## src/rtl/mat_mult_sched.sv

```systemverilog
// mat_mult_sched: round-robin two-requester job scheduler for the 16x49x32 matrix-multiply engine.
// Sequences the engine through start/done, relocates engine-local A/B/C addresses into shared memories,
// and aborts hung jobs with a watchdog, reporting done+err to the owning requester.
module mat_mult_sched #(
  parameter int A_AW    = 12,
  parameter int B_AW    = 13,
  parameter int C_AW    = 11,
  parameter int TIMEOUT = 20000
) (
  input  logic            clk,
  input  logic            reset,
  input  logic            req0_valid,
  input  logic [A_AW-1:0] req0_base_a,
  input  logic [B_AW-1:0] req0_base_b,
  input  logic [C_AW-1:0] req0_base_c,
  output logic            req0_ready,
  input  logic            req1_valid,
  input  logic [A_AW-1:0] req1_base_a,
  input  logic [B_AW-1:0] req1_base_b,
  input  logic [C_AW-1:0] req1_base_c,
  output logic            req1_ready,
  output logic            done0,
  output logic            done1,
  output logic            err0,
  output logic            err1,
  output logic            busy,
  output logic            grant_id,
  output logic [15:0]     jobs_done,
  output logic            mm_start,
  input  logic            mm_done,
  output logic            mm_soft_reset,
  input  logic [9:0]      mm_addr_a,
  input  logic [10:0]     mm_addr_b,
  input  logic [8:0]      mm_addr_c,
  input  logic            mm_we_c,
  input  logic [31:0]     mm_data_c,
  output logic [A_AW-1:0] mem_addr_a,
  output logic [B_AW-1:0] mem_addr_b,
  output logic [C_AW-1:0] mem_addr_c,
  output logic            mem_we_c,
  output logic [31:0]     mem_data_c
);

  typedef enum logic [2:0] {IDLE, START, RUN, FLUSH, RESP} state_t;

  // Watchdog terminal count: RUN lasts at most TIMEOUT cycles (count 0..TIMEOUT-1).
  localparam logic [15:0] WD_LAST = 16'(TIMEOUT - 1);

  state_t          state;
  logic            last_grant;
  logic [A_AW-1:0] base_a_q;
  logic [B_AW-1:0] base_b_q;
  logic [C_AW-1:0] base_c_q;
  logic [15:0]     wd_cnt;
  logic            flush_cnt;
  logic            win0;
  logic            win1;

  // Round-robin winner: a lone requester wins; on a tie the one not granted last time wins.
  always_comb begin
    win0 = req0_valid & (~req1_valid | last_grant);
    win1 = req1_valid & (~req0_valid | ~last_grant);
  end

  assign req0_ready = (state == IDLE) & win0;
  assign req1_ready = (state == IDLE) & win1;
  assign busy       = (state != IDLE);

  // Relocation into shared memories; wraps modulo the shared address width.
  assign mem_addr_a = base_a_q + A_AW'(mm_addr_a);
  assign mem_addr_b = base_b_q + B_AW'(mm_addr_b);
  assign mem_addr_c = base_c_q + C_AW'(mm_addr_c);
  assign mem_we_c   = mm_we_c & (state == RUN);
  assign mem_data_c = mm_data_c;

  // Job sequencer: accept, start pulse, watchdog-guarded run, 2-cycle engine flush, response pulse.
  always_ff @(posedge clk or posedge reset) begin
    if (reset) begin
      state         <= IDLE;
      last_grant    <= 1'b1;
      grant_id      <= 1'b0;
      base_a_q      <= '0;
      base_b_q      <= '0;
      base_c_q      <= '0;
      wd_cnt        <= '0;
      flush_cnt     <= 1'b0;
      mm_start      <= 1'b0;
      mm_soft_reset <= 1'b0;
      done0         <= 1'b0;
      done1         <= 1'b0;
      err0          <= 1'b0;
      err1          <= 1'b0;
      jobs_done     <= '0;
    end else begin
      mm_start <= 1'b0;
      done0    <= 1'b0;
      done1    <= 1'b0;
      err0     <= 1'b0;
      err1     <= 1'b0;
      case (state)
        IDLE: begin
          if (win0 | win1) begin
            base_a_q   <= win1 ? req1_base_a : req0_base_a;
            base_b_q   <= win1 ? req1_base_b : req0_base_b;
            base_c_q   <= win1 ? req1_base_c : req0_base_c;
            grant_id   <= win1;
            last_grant <= win1;
            mm_start   <= 1'b1;
            state      <= START;
          end
        end
        START: begin
          wd_cnt <= '0;
          state  <= RUN;
        end
        RUN: begin
          // Completion takes priority over a watchdog expiry in the same cycle.
          if (mm_done) begin
            done0 <= ~grant_id;
            done1 <= grant_id;
            state <= RESP;
          end else if (wd_cnt == WD_LAST) begin
            mm_soft_reset <= 1'b1;
            flush_cnt     <= 1'b0;
            state         <= FLUSH;
          end else begin
            wd_cnt <= wd_cnt + 16'd1;
          end
        end
        FLUSH: begin
          if (flush_cnt) begin
            mm_soft_reset <= 1'b0;
            done0         <= ~grant_id;
            done1         <= grant_id;
            err0          <= ~grant_id;
            err1          <= grant_id;
            state         <= RESP;
          end else begin
            flush_cnt <= 1'b1;
          end
        end
        RESP: begin
          // err pulses are high during RESP exactly when the job was aborted.
          if (!(err0 | err1) && jobs_done != 16'hFFFF)
            jobs_done <= jobs_done + 16'd1;
          state <= IDLE;
        end
        default: state <= IDLE;
      endcase
    end
  end

endmodule

```

## config.mk

```make
export PLATFORM = sky130hd
export DESIGN_NAME = mat_mult_sched
export DESIGN_NICKNAME = d
export VERILOG_FILES = /design/src/rtl/mat_mult_sched.sv
export SDC_FILE = /design/constraint.sdc
export NUM_CORES = 1
export LEC_CHECK = 0
export ABC_AREA = 1
export CAP_MARGIN = 25
export CELL_PAD_IN_SITES_DETAIL_PLACEMENT = 1
export CELL_PAD_IN_SITES_GLOBAL_PLACEMENT = 2
export CORE_MARGIN = 8
export CORE_UTILIZATION = 23
export CTS_CLUSTER_DIAMETER = 120
export CTS_CLUSTER_SIZE = 24
export DETAILED_ROUTE_END_ITERATION = 8
export PLACE_DENSITY = 0.77
export SYNTH_ARGS = -nofsm -noshare
export SYNTH_HDL_FRONTEND = slang
export SYNTH_SLANG_ARGS = --single-unit
```

## constraint.sdc

```tcl
create_clock -name clk -period 3 [get_ports clk]
set_clock_uncertainty 0.1 [all_clocks]
set_input_delay 0.6 -clock clk [delete_from_list [all_inputs] [get_ports clk]]
set_output_delay 0.6 -clock clk [all_outputs]
set_load 0.02 [all_outputs]
```

==> impl_metrics.csv <==
group,metric,value,unit
detailed_routing,dr_total_vias,6683,
finish,synthToLayoutAreaGrowth,47.7,%
detailed_routing,wl_per_cell,16.4,um
pwr,p_clk_frac,0.124,
clocking,cts_tree,"done",
pwr,powerDensity,952,nW/um^2
timing,worst_pin_slew,0.800,ns
floorplan,coreArea,26700,um^2
critical_path,critical_path.top_delay_family,"buffers and inverters",
synthesis,synth_cell_types,32,
clocking,clkTransAtPathRegs,0.07,ns
global_routing,grt_antenna_before_repair,3,
finish,layout_commonest_cell,"nand2_1",
timing,fmax,0.342,GHz
critical_path,cp_cell_sequence,"clkdlybuf4s50_1 -> ha_4 -> a21oi_4 -> o21ai_2 -> buf_4 -> a21oi_1 -> xnor2_1 -> buf_4",
synthesis,ys_warn_count,0,
global_routing,grt_pass1_vias,7096,
pwr,intPower,4670,uW
timing,min_period_over_period,0.974,
detailed_routing,via_per_inst,4.56,
pwr,power_leakage,0.00424,uW
finish,final-seq-area,2000,um^2
floorplan,die_y,180,um
detailed_routing,routed_wl,24000,um
floorplan,die-area,32500,um^2
synthesis,syn-num-nets,1083,
detailed_routing,remaining_drc_errors,0,
detailed_routing,ant_nets,0,
critical_path,crit_arrival,2.22,ns
critical_path,crit_slowest_cell,"clkdlybuf4s50_1",
pwr,p_sw,4070,uW
timing,fin_setup_tns,0,ns
finish,nets,1291,
finish,multi_input_area,3880,um^2
clocking,hold_buffers,0,
global_routing,grtUsageTotal,0.148,
finish,final_cell_mix,"nand2_1 (277), nand3_1 (137), clkdlybuf4s50_1 (131), buf_4 (90), inv_1 (82)",
clocking,insertion_delay,0.35,ns
timing,hold_viol,0,
critical_path,crit_path_max_fanout,4,
timing,setup_violations,0,
synthesis,syn_area,6220,um^2
pwr,seqPwrFrac,0.199,
placement,numPortBuffers,170,
floorplan,die_w,180,um
run_status,outcome,"finished, final reports clean",
placement,hpwl,18900,um
floorplan,fp-row-count,60,
clocking,cts_sinks,80,
placement,place_congestion,0.806,
timing,finalMaxSlewViolations,0,
critical_path,cp-start-kind,"input port",
flow_run,maxCapViolCount,0,
global_routing,grt_pass1_wl,39200,um
pwr,switching_share,0.465,
critical_path,critical_path_required,2.30,ns
synthesis,yosysSeqAreaShare,0.322,
detailed_routing,drtIter0Drc,275,
critical_path,path_class,"in -> out",
timing,slew-limit-headroom,0.467,
floorplan,initial_core_util,0.233,
clocking,h-tree-depth,3,
critical_path,slowest_delay,0.54,ns
synthesis,syn_inst,908,
synthesis,synth-seq-cells,80,
timing,period_minus_slack,2.92,ns
critical_path,cp-end-kind,"primary output",
floorplan,top_level_ports,235,
clocking,cts-buffers-inserted,9,
synthesis,avgSynthCellArea,6.85,um^2
min_path,min_path_type,"reg -> reg",
critical_path,crit_buf_inv,3,
pwr,vdd_drop_max,274,uV
detailed_routing,first_pass_iters,4,
timing,rsz0062_at_grt,"yes",
critical_path,path_common_cell,"buf_4",
pwr,p_total,8740,uW
clocking,cts_buffer_depth,2,
global_routing,grt_max_degree,42,
global_routing,overflow,0,
finish,fill_cells,3275,
pwr,pwr-share-comb,0.677,
clocking,clockRootBuffer,"clkbuf_16",
finish,drive_above_1_share,0.166,
==> power by group through the flow <==
stage	combinational, uW	clock [uW]	sequential (uW)
2_1_floorplan	3130	0	1690
3_3_place_gp	5840	0	1720
3_5_place_dp	5900	0	1720
4_1_cts	5720	1130	1710
5_1_grt	6530	1170	1790
6_report	5920	1080	1740
==> worst register-to-register path, delay by kind of cell (launching register included) <==
family	cells	cell delay [ns]
buffers and inverters	1	0.11
AND/OR/NAND/NOR	5	0.72
adder cells (fa/ha/maj)	1	0.28
flip-flops	1	0.44
AO/OA/AOI/OAI	1	0.49
==> per-stage QoR <==
| step | std cells | area (um^2) | util | hold slack (ns) | setup slack [ns] |
|---|---|---|---|---|---|
| after global placement | 1445 | 8630 | 0.323 | 0.377 | -0.519 |
| final | 1464 | 9180 | 0.344 | 0.392 | 0.0782 |
| after detailed placement | 1445 | 8630 | 0.323 | 0.380 | -0.580 |
| after global routing | 1464 | 9180 | 0.344 | 0.426 | -0.0772 |
| after floorplan | 908 | 6220 | - | 0.368 | 0.250 |
| after CTS | 1462 | 8900 | 0.333 | 0.401 | -0.0227 |
==> cells in the mapped netlist <==
cell	n	area [um^2]
buf_4	33	248
nand3b_1	4	30.0
nand2_1	282	1060
nand3_2	1	10.0
dfstp_2	1	26.3
nand3_1	138	691
xnor2_1	13	114
o21a_1	30	225
clkinv_1	1	3.75
a211oi_1	1	7.51
buf_1	1	3.75
buf_2	15	75.1
nand4_1	16	100
a21oi_1	25	125
buf_6	1	11.3
o21ai_0	23	115
nor2_1	80	300
ha_1	32	400
inv_1	84	315
a21oi_2	1	8.76
nand2_2	2	12.5
a21boi_0	1	7.51
xor2_1	17	149
dfrtp_1	79	1980
nor3_1	8	40.0
clkbuf_1	6	22.5
nor2_2	2	12.5
o21ai_4	1	16.3
a21o_1	2	15.0
o21bai_1	4	30.0
fa_1	3	60.1
a31oi_1	1	6.26
==> timing repair <==
| item | CTS | global route |
|---|---|---|
| pin swaps | 1 | 12 |
| setup endpoints to repair | 33 | 29 |
| gates resized for setup | 137 | 59 |
| setup buffers | 1 | 0 |
==> worst paths after layout <==
| check | from | to | slack [ns] | cells after the start |
|---|---|---|---|---|
| min reg2reg | mm_soft_reset$_DFFE_PP0P_ | mm_soft_reset$_DFFE_PP0P_ | 0.39 | 2 |
| min in group asynchronous | reset | jobs_done[8]$_DFFE_PP0P_ | 0.48 | 2 |
| max | mm_addr_c[2] | mem_addr_c[5] | 0.08 | 8 |
| max in group asynchronous | reset | wd_cnt[14]$_DFFE_PP0P_ | 1.68 | 3 |
| min | mm_soft_reset$_DFFE_PP0P_ | mm_soft_reset$_DFFE_PP0P_ | 0.39 | 2 |
| max reg2reg | wd_cnt[0]$_DFFE_PP0P_ | wd_cnt[10]$_DFFE_PP0P_ | 0.75 | 8 |
==> flip-flops by register name (all words and copies together) (netlist names) <==
signal and count:
mm_start 1, flush_cnt 1, done1 1, wd_cnt 16
base_b_q 13, state 3, done0 1, base_c_q 11
err1 1, mm_soft_reset 1, last_grant 1, grant_id 1
err0 1, jobs_done 16, base_a_q 12
==> cell type report <==
class / count / area share
multi-input combinational: 687 / 0.422
clock inverter: 7 / 0.00572
tap: 341 / 0.0465
clock buffer: 9 / 0.0245
antenna: 2 / 0.000545
sequential: 80 / 0.218
inverter: 85 / 0.0349
timing repair buffer: 253 / 0.248
==> routing by layer <==
layer,GRT usage,vias up,share of wire
met4,0.0281,0,0.010
met1,0.188,3205,0.46
li1,-,3336,-
met3,0.0327,19,0.038
met2,0.256,123,0.50
met5,0,-,0
==> cell families (layout without fill, tap and decap cells) <==
kind of cell / Yosys count / count (layout) / share of synthesized area
fa+ha+maj: 35 / 35 / 0.0741
xor+xnor: 30 / 30 / 0.0423
flops: 80 / 80 / 0.322
other cells: 0 / 2 / 0
simple gates: 533 / 533 / 0.363
compound gates: 89 / 89 / 0.0896
buf+inv: 141 / 354 / 0.109
Power figures use the tool's default switching activity.
